## config.mk

```make
export PLATFORM = sky130hd
export DESIGN_NAME = otter_fetch_stage
export DESIGN_NICKNAME = d
export VERILOG_FILES = /design/src/rtl/otter_fetch_stage.sv
export SDC_FILE = /design/constraint.sdc
export NUM_CORES = 1
export LEC_CHECK = 0
export CORE_ASPECT_RATIO = 1.25
export CORE_UTILIZATION = 46
export DETAILED_ROUTE_END_ITERATION = 12
export GPL_TIMING_DRIVEN = 0
export PLACE_DENSITY_LB_ADDON = 0.2
export SYNTH_ARGS = -nofsm -noshare
export SYNTH_HDL_FRONTEND = slang
export SYNTH_SLANG_ARGS = --single-unit
```

## constraint.sdc

```tcl
create_clock -name CLK -period 3.9 [get_ports CLK]
set_clock_uncertainty 0.15 [all_clocks]
set_input_delay 0.78 -clock CLK [delete_from_list [all_inputs] [get_ports CLK]]
set_output_delay 0.78 -clock CLK [all_outputs]
set_load 0.005 [all_outputs]
```

## src/rtl/otter_fetch_stage.sv

```systemverilog
// OTTER instruction-fetch stage: owns the PC, issues synchronous-read requests to
// instruction memory and presents {valid, pc, instr, fault} to decode.
module otter_fetch_stage #(
  parameter logic [31:0] RESET_PC  = 32'h0000_0000,
  parameter int          CNT_W     = 32,
  parameter logic [31:0] NOP_INSTR = 32'h0000_0013
) (
  input  logic             CLK,
  input  logic             RST,
  input  logic             STALL,
  input  logic             BR_TAKEN,
  input  logic [31:0]      BR_TARGET,
  output logic [31:0]      IMEM_ADDR,
  output logic             IMEM_RDEN,
  input  logic [31:0]      IMEM_DATA,
  output logic             IFID_VALID,
  output logic [31:0]      IFID_PC,
  output logic [31:0]      IFID_INSTR,
  output logic             IFID_FAULT,
  output logic [CNT_W-1:0] FETCH_CNT
);

  localparam logic [CNT_W-1:0] CNT_ONE = CNT_W'(1);

  logic [31:0]      pc_q;
  logic [31:0]      req_pc_q;
  logic [31:0]      held_instr_q;
  logic             req_valid_q;
  logic             fault_q;
  logic             hold_q;
  logic [CNT_W-1:0] fetch_cnt_q;

  logic pc_misaligned;
  logic advance;

  assign pc_misaligned = |pc_q[1:0];
  assign advance       = !STALL && !BR_TAKEN;

  // A misaligned PC never touches memory; the slot is filled with a NOP instead.
  assign IMEM_ADDR = pc_q;
  assign IMEM_RDEN = !RST && advance && !pc_misaligned;

  // Control state. A redirect outranks a stall, and reset outranks both.
  // NOTE: sequential state uses non-blocking assignments so every register
  // samples the pre-edge values of its neighbours.
  always_ff @(posedge CLK) begin
    if (RST) begin
      pc_q        <= RESET_PC;
      req_valid_q <= 1'b0;
      hold_q      <= 1'b0;
      fault_q     <= 1'b0;
      fetch_cnt_q <= '0;
    end else if (BR_TAKEN) begin
      pc_q        <= BR_TARGET;
      req_valid_q <= 1'b0;
      hold_q      <= 1'b0;
      fault_q     <= 1'b0;
    end else if (STALL) begin
      hold_q <= 1'b1;
    end else begin
      pc_q        <= pc_q + 32'd4;
      req_valid_q <= 1'b1;
      fault_q     <= pc_misaligned;
      hold_q      <= 1'b0;
      if (req_valid_q) fetch_cnt_q <= fetch_cnt_q + CNT_ONE;
    end
  end

  // NOTE: pure data registers carry no reset; they are only observed once the
  // matching valid/hold flag, which is reset, says they are meaningful.
  always_ff @(posedge CLK) begin
    if (advance) req_pc_q <= pc_q;
    // Memory data is only good for one cycle, so capture it on the first stall edge.
    if (STALL && !hold_q) held_instr_q <= IMEM_DATA;
  end

  // NOTE: every branch of this mux assigns IFID_INSTR, so no latch is inferred.
  always_comb begin
    IFID_INSTR = IMEM_DATA;
    if (fault_q)     IFID_INSTR = NOP_INSTR;
    else if (hold_q) IFID_INSTR = held_instr_q;
  end

  assign IFID_VALID = req_valid_q;
  assign IFID_PC    = req_pc_q;
  assign IFID_FAULT = fault_q;
  assign FETCH_CNT  = fetch_cnt_q;

endmodule
```

Word-level counts from Yosys, hierarchy flattened
Index checks and enable logic that the tools add are counted.
- output and inout bits: 131
- register bits: 131
- bits of input ports: 68
- logic and storage cells: 29
- add/subtract/negate cells: 2
- reductions and logical operators: 12
- equal/unequal tests: 1
- multiplexer cells: 5
- bitwise gates (word level): 2
- operator list (operator ; count):
    $mux W32 ; 4
    $add A32 B1 Y32 const B ; 1
    $add A32 B3 Y32 const B ; 1
    $logic_not A1 Y1 ; 5
    $logic_and A1 B1 Y1 ; 4
    $reduce_or A2 Y1 ; 2
    $reduce_and A3 Y1 ; 1
    $ne A2 B1 Y1 const B ; 1
    $not A1 Y1 ; 2
    $mux W1 ; 1

Logic depth before layout (Yosys ltp)
- word-level depth: 4
- gate-level depth with buffers: 6
- gate-level depth less buffers: 5

Least setup slack after synthesis
OpenSTA, ideal clock, no wires.
- kind: input port to flip-flop
- start point: in STALL
- end point: reg held_instr_q[0], enable pin
- data required time: 3325 ps
- stages: 3
- arrival time: 2867 ps
- buffers on the path: 2
- library setup time: 425 ps
- setup slack: 458 ps
- cells stage by stage: clkbuf_1 > clkbuf_1 > nor2b_1
- longest elaborated chain between the ends: 1
- ends and longest elaborated chain (element ; RTL line ; RTL):
    start, declared ; 10 ; input logic STALL,
    $logic_and A1 B1 Y1 ; 74 ; if (STALL && !hold_q) held_instr_q <= IMEM_DATA;
    end signal, assigned ; 74 ;
    end, declared ; 27 ; logic [31:0] held_instr_q;
No other way between the ends.
A chain may end at the register's enable or synchronous reset.

Final worst setup path
- start point: in BR_TAKEN
- end point: out IMEM_RDEN
- longest elaborated chain between the ends: 4
- ends and longest elaborated chain (element ; RTL line ; RTL):
    start, declared ; 11 ; input logic BR_TAKEN,
    $logic_not A1 Y1 ; 37 ; assign advance = !STALL && !BR_TAKEN;
    $logic_and A1 B1 Y1 ; 37 ;
    $logic_and A1 B1 Y1 (2 in series) ; 41 ; assign IMEM_RDEN = !RST && advance && !pc_misaligned;
    end, declared ; 14 ; output logic IMEM_RDEN,
No other way between the ends.

==> qor.yml <==
initial_antenna_violation_count: 0
hold_buffers: 0
main_combinational_cell_family_by_area_after_synthesis: "simple AND/OR/NAND/NOR gates"
worstPathCellList: "clkdlybuf4s50_1 -> inv_1 -> clkbuf_2 -> and3_1 -> clkdlybuf4s50_1"
chipWidth_um: 103
cp.depth: 5
firstDrtPassIters: 5
postPlaceCellArea_um2: 8120
antenna_cells: 0
core-area_um2: 12300
async_flop_share_pct: 0
syn-mean-instance-area_um2: 10.6
postSynthCellCount: 556
grt_usage_pct: 25.3
mostFrequentLayoutCells: "sky130_fd_sc_hd__clkdlybuf4s50_1 (198), sky130_fd_sc_hd__dfxtp_1 (67), sky130_fd_sc_hd__edfxtp_1 (64)"
synth.distinct_cells: 51
io_pins: 199
synth-simple-area-share_pct: 21.2
largest_net_degree_at_the_start_of_global_routing: 33
worst_hold_path_type: "reg2reg"
grt_setup_unrepaired: "no"
post-route-drc-count: 0
worstSkewPairLatency_ns: 0.41
start_util_pct: 47.7
finalCritPeriodShare_pct: 94.4
timing.critical_path.slowest_stage_cell: "sky130_fd_sc_hd__clkdlybuf4s50_1"
worstReg2RegEnd: "FETCH_CNT[31]"
final_util_pct: 70.1
path_delay_family: "buffers and inverters"
rows: 45
synth_compound_gate_area_share_pct: 10.7
combined_buffer_and_inverter_count_along_the_critical_path: 4
die_area_um2: 13300
critPathKind: "in2out"
most_common_cell_after_layout_fill_and_taps_aside: "sky130_fd_sc_hd__clkdlybuf4s50_1"
clk_root_buffer_cell: "sky130_fd_sc_hd__clkbuf_16"
post_route_cells_drive_above_1_share_pct: 5.99
place.gp.congestion: 0.853
status: "finished, final reports clean"
reg2regPathDepth: 6
crit_path_max_incr_delay_ns: 0.55
cp.arrival_ns: 2.75
cts-buffers-inserted: 17
synth_xor_xnor_area_share_pct: 2.98
port_buffers: 198
synth.cell_area_um2: 5890
drt_iter0_markers: 246
setup_violations: 0
setup.worst_path.end_class: "output pin"
setup.worst_path.start: "BR_TAKEN"
pwr_density_cell_nw_per_um2: 392
synth_enable_flop_cells: 64
worst_setup_path_endpoint: "IMEM_RDEN"
ctsHtreeMaxLevel: 4
share_of_synthesized_cell_area_in_full_adder_half_adder_and_majority_cells_pct: 0.425
synthFlopType: "sky130_fd_sc_hd__dfxtp_1"
max_slew_margin_pct: 39.0
synth.area.top_cells: "sky130_fd_sc_hd__edfxtp_1 (33%), sky130_fd_sc_hd__dfxtp_1 (23%), sky130_fd_sc_hd__mux2i_1 (5.4%)"
worst-slew-pin-transition_ns: 0.913
number_of_max_slew_violations_in_the_final_report: 0
report.final.hold_viol_count: 0
synthDominantAreaCellType: "sky130_fd_sc_hd__edfxtp_1"
pre_cts_slack_ns: -0.0718
worst_setup_path_start_kind: "input pin"
multi_input_area_um2: 2440
final_cell_area_um2: 8640
worstReg2RegStart: "FETCH_CNT[12]"
dpl.hpwl_um: 12100
synth_seq_area_share_pct: 55.4
ant_nets: 0
p_leak_nw: 2.96
flow.area_growth_from_synthesis_pct: 46.8
post-cts-setup-buffer-count: 0
cts_max_path_buffers: 2
critical_path_peak_fanout: 11
drt_wl_total_um: 16700
die_y_um: 128
cts_tree: "done"
vdd.ir_drop.worst_mv: 0.241
yosysTopAreaCellShare_pct: 32.7
num-nets-final: 842
synth-seq-cells: 131
drt-vias-per-instance: 5.66
number_of_global_route_vias_before_repair: 5172
ys.warnings.count: 0
register_area_um2: 3260
cts_sink_count: 131
route.detailed.wl_per_inst_um: 17.6
totalPowerFinal_mw: 3.39
syn_nets: 626
f_max_mhz: 272
grt_pass1_wl_um: 25600
cts.reportedPaths.clkPinSlew_ns: 0.06
finalCriticalPeriod_ns: 3.68
global_route.overflow_total: 0
cp_common_cell: "sky130_fd_sc_hd__clkdlybuf4s50_1"
timing.max_cap.violations: 0
fillers: 921
muxShareOfSynthArea_pct: 6.02
routed-via-count: 5376
postLayoutSetupSlackWorst_ns: 0.218
reg2reg_setup_slack_ns: 1.30
critPathRequiredTime_ns: 2.97
==> cell usage after synthesis (2+ instances only) <==
cell,count
sky130_fd_sc_hd__o211ai_1,3
sky130_fd_sc_hd__o211a_1,3
sky130_fd_sc_hd__o2111a_1,3
sky130_fd_sc_hd__buf_1,7
sky130_fd_sc_hd__nor3b_1,3
sky130_fd_sc_hd__edfxtp_1,64
sky130_fd_sc_hd__nand3_1,19
sky130_fd_sc_hd__nand2_1,31
sky130_fd_sc_hd__xor2_1,10
sky130_fd_sc_hd__nor2_1,64
sky130_fd_sc_hd__and4_1,9
sky130_fd_sc_hd__xnor2_1,10
sky130_fd_sc_hd__mux2i_1,32
sky130_fd_sc_hd__buf_2,2
sky130_fd_sc_hd__or3_1,13
sky130_fd_sc_hd__a211oi_1,10
sky130_fd_sc_hd__nand4_1,18
sky130_fd_sc_hd__or3_2,2
sky130_fd_sc_hd__a32oi_1,2
sky130_fd_sc_hd__a2111oi_0,3
sky130_fd_sc_hd__nor4b_1,3
sky130_fd_sc_hd__inv_1,14
sky130_fd_sc_hd__a311oi_1,6
sky130_fd_sc_hd__dfxtp_1,67
sky130_fd_sc_hd__nor2b_1,9
sky130_fd_sc_hd__clkbuf_1,28
sky130_fd_sc_hd__mux2_2,3
sky130_fd_sc_hd__a21oi_1,23
sky130_fd_sc_hd__o31ai_1,11
sky130_fd_sc_hd__nor4_1,8
sky130_fd_sc_hd__and3_1,6
sky130_fd_sc_hd__ha_1,2
sky130_fd_sc_hd__or4_1,17
sky130_fd_sc_hd__nor3_1,7
sky130_fd_sc_hd__a211o_1,4
sky130_fd_sc_hd__nand2b_1,2
sky130_fd_sc_hd__and2_1,4
sky130_fd_sc_hd__o21ai_0,21
==> registers in the layout, summed over array words and instances, names as in the netlist <==
register      count
FETCH_CNT        32
IFID_VALID        1
IFID_FAULT        1
IMEM_ADDR        32
IFID_PC          32
hold_q            1
held_instr_q     32
==> routing by layer <==
| layer | vias up | wire (um) | global-route usage, % |
|---|---|---|---|
| met5 | - | 0 | 0 |
| met4 | 0 | 452 | 10.6 |
| met3 | 36 | 1220 | 6.74 |
| met2 | 242 | 8510 | 44.0 |
| met1 | 2570 | 6540 | 29.2 |
| li1 | 2528 | - | - |
==> what timing repair did <==
action                                  in CTS  in global routing
pin swaps                                    0                  0
gates resized for setup                      2                  2
endpoints found under the setup margin       1                  1
==> worst min-delay path by stage <==
stage	startpoint	to	slack, ns	cells after the start
finish	IMEM_ADDR[15]	IFID_PC[15]	0.33	0
global route	IMEM_ADDR[15]	IFID_PC[15]	0.34	0
CTS	IMEM_ADDR[15]	IFID_PC[15]	0.33	0
floorplan	IMEM_ADDR[15]	IFID_PC[15]	0.30	0
detailed placement	IMEM_ADDR[15]	IFID_PC[15]	0.31	0
global placement	IMEM_ADDR[15]	IFID_PC[15]	0.30	0
==> power by group <==
part           switching (mW)  internal [mW]  total, mW
clock network           0.578          0.865       1.44
logic                   0.153          0.226      0.379
registers              0.0533           1.51       1.57
total                   0.784           2.60       3.39
==> through the flow <==
step | cells | setup TNS [ns] | hold WS, ns
CTS | 951 | 0 | 0.330
detailed placement | 919 | -0.0718 | 0.314
global route | 949 | 0 | 0.337
floorplan | 556 | 0 | 0.302
finish | 949 | 0 | 0.332
global placement | 918 | -49.15 | 0.303
==> kinds of logic (layout without fill, tap and decap cells) <==
group / Yosys count / after routing
AOI/OAI and AO/OA: 93 / 93
muxes: 35 / 35
adders and majority gates: 2 / 2
and+or+nand+nor: 224 / 224
xor gates and xnor gates: 20 / 20
DFF: 131 / 131
buffers and inverters: 51 / 280
==> layout make-up <==
class / count / area share [%]
flip-flops and latches: 131 / 37.8
clock inverters: 12 / 1.07
repair buffers: 199 / 23.3
multi-input cells: 374 / 28.3
well taps: 164 / 2.37
clock buffers: 20 / 5.05
plain buffers: 35 / 1.59
inverters: 14 / 0.608
Power figures use the tool's default switching activity.
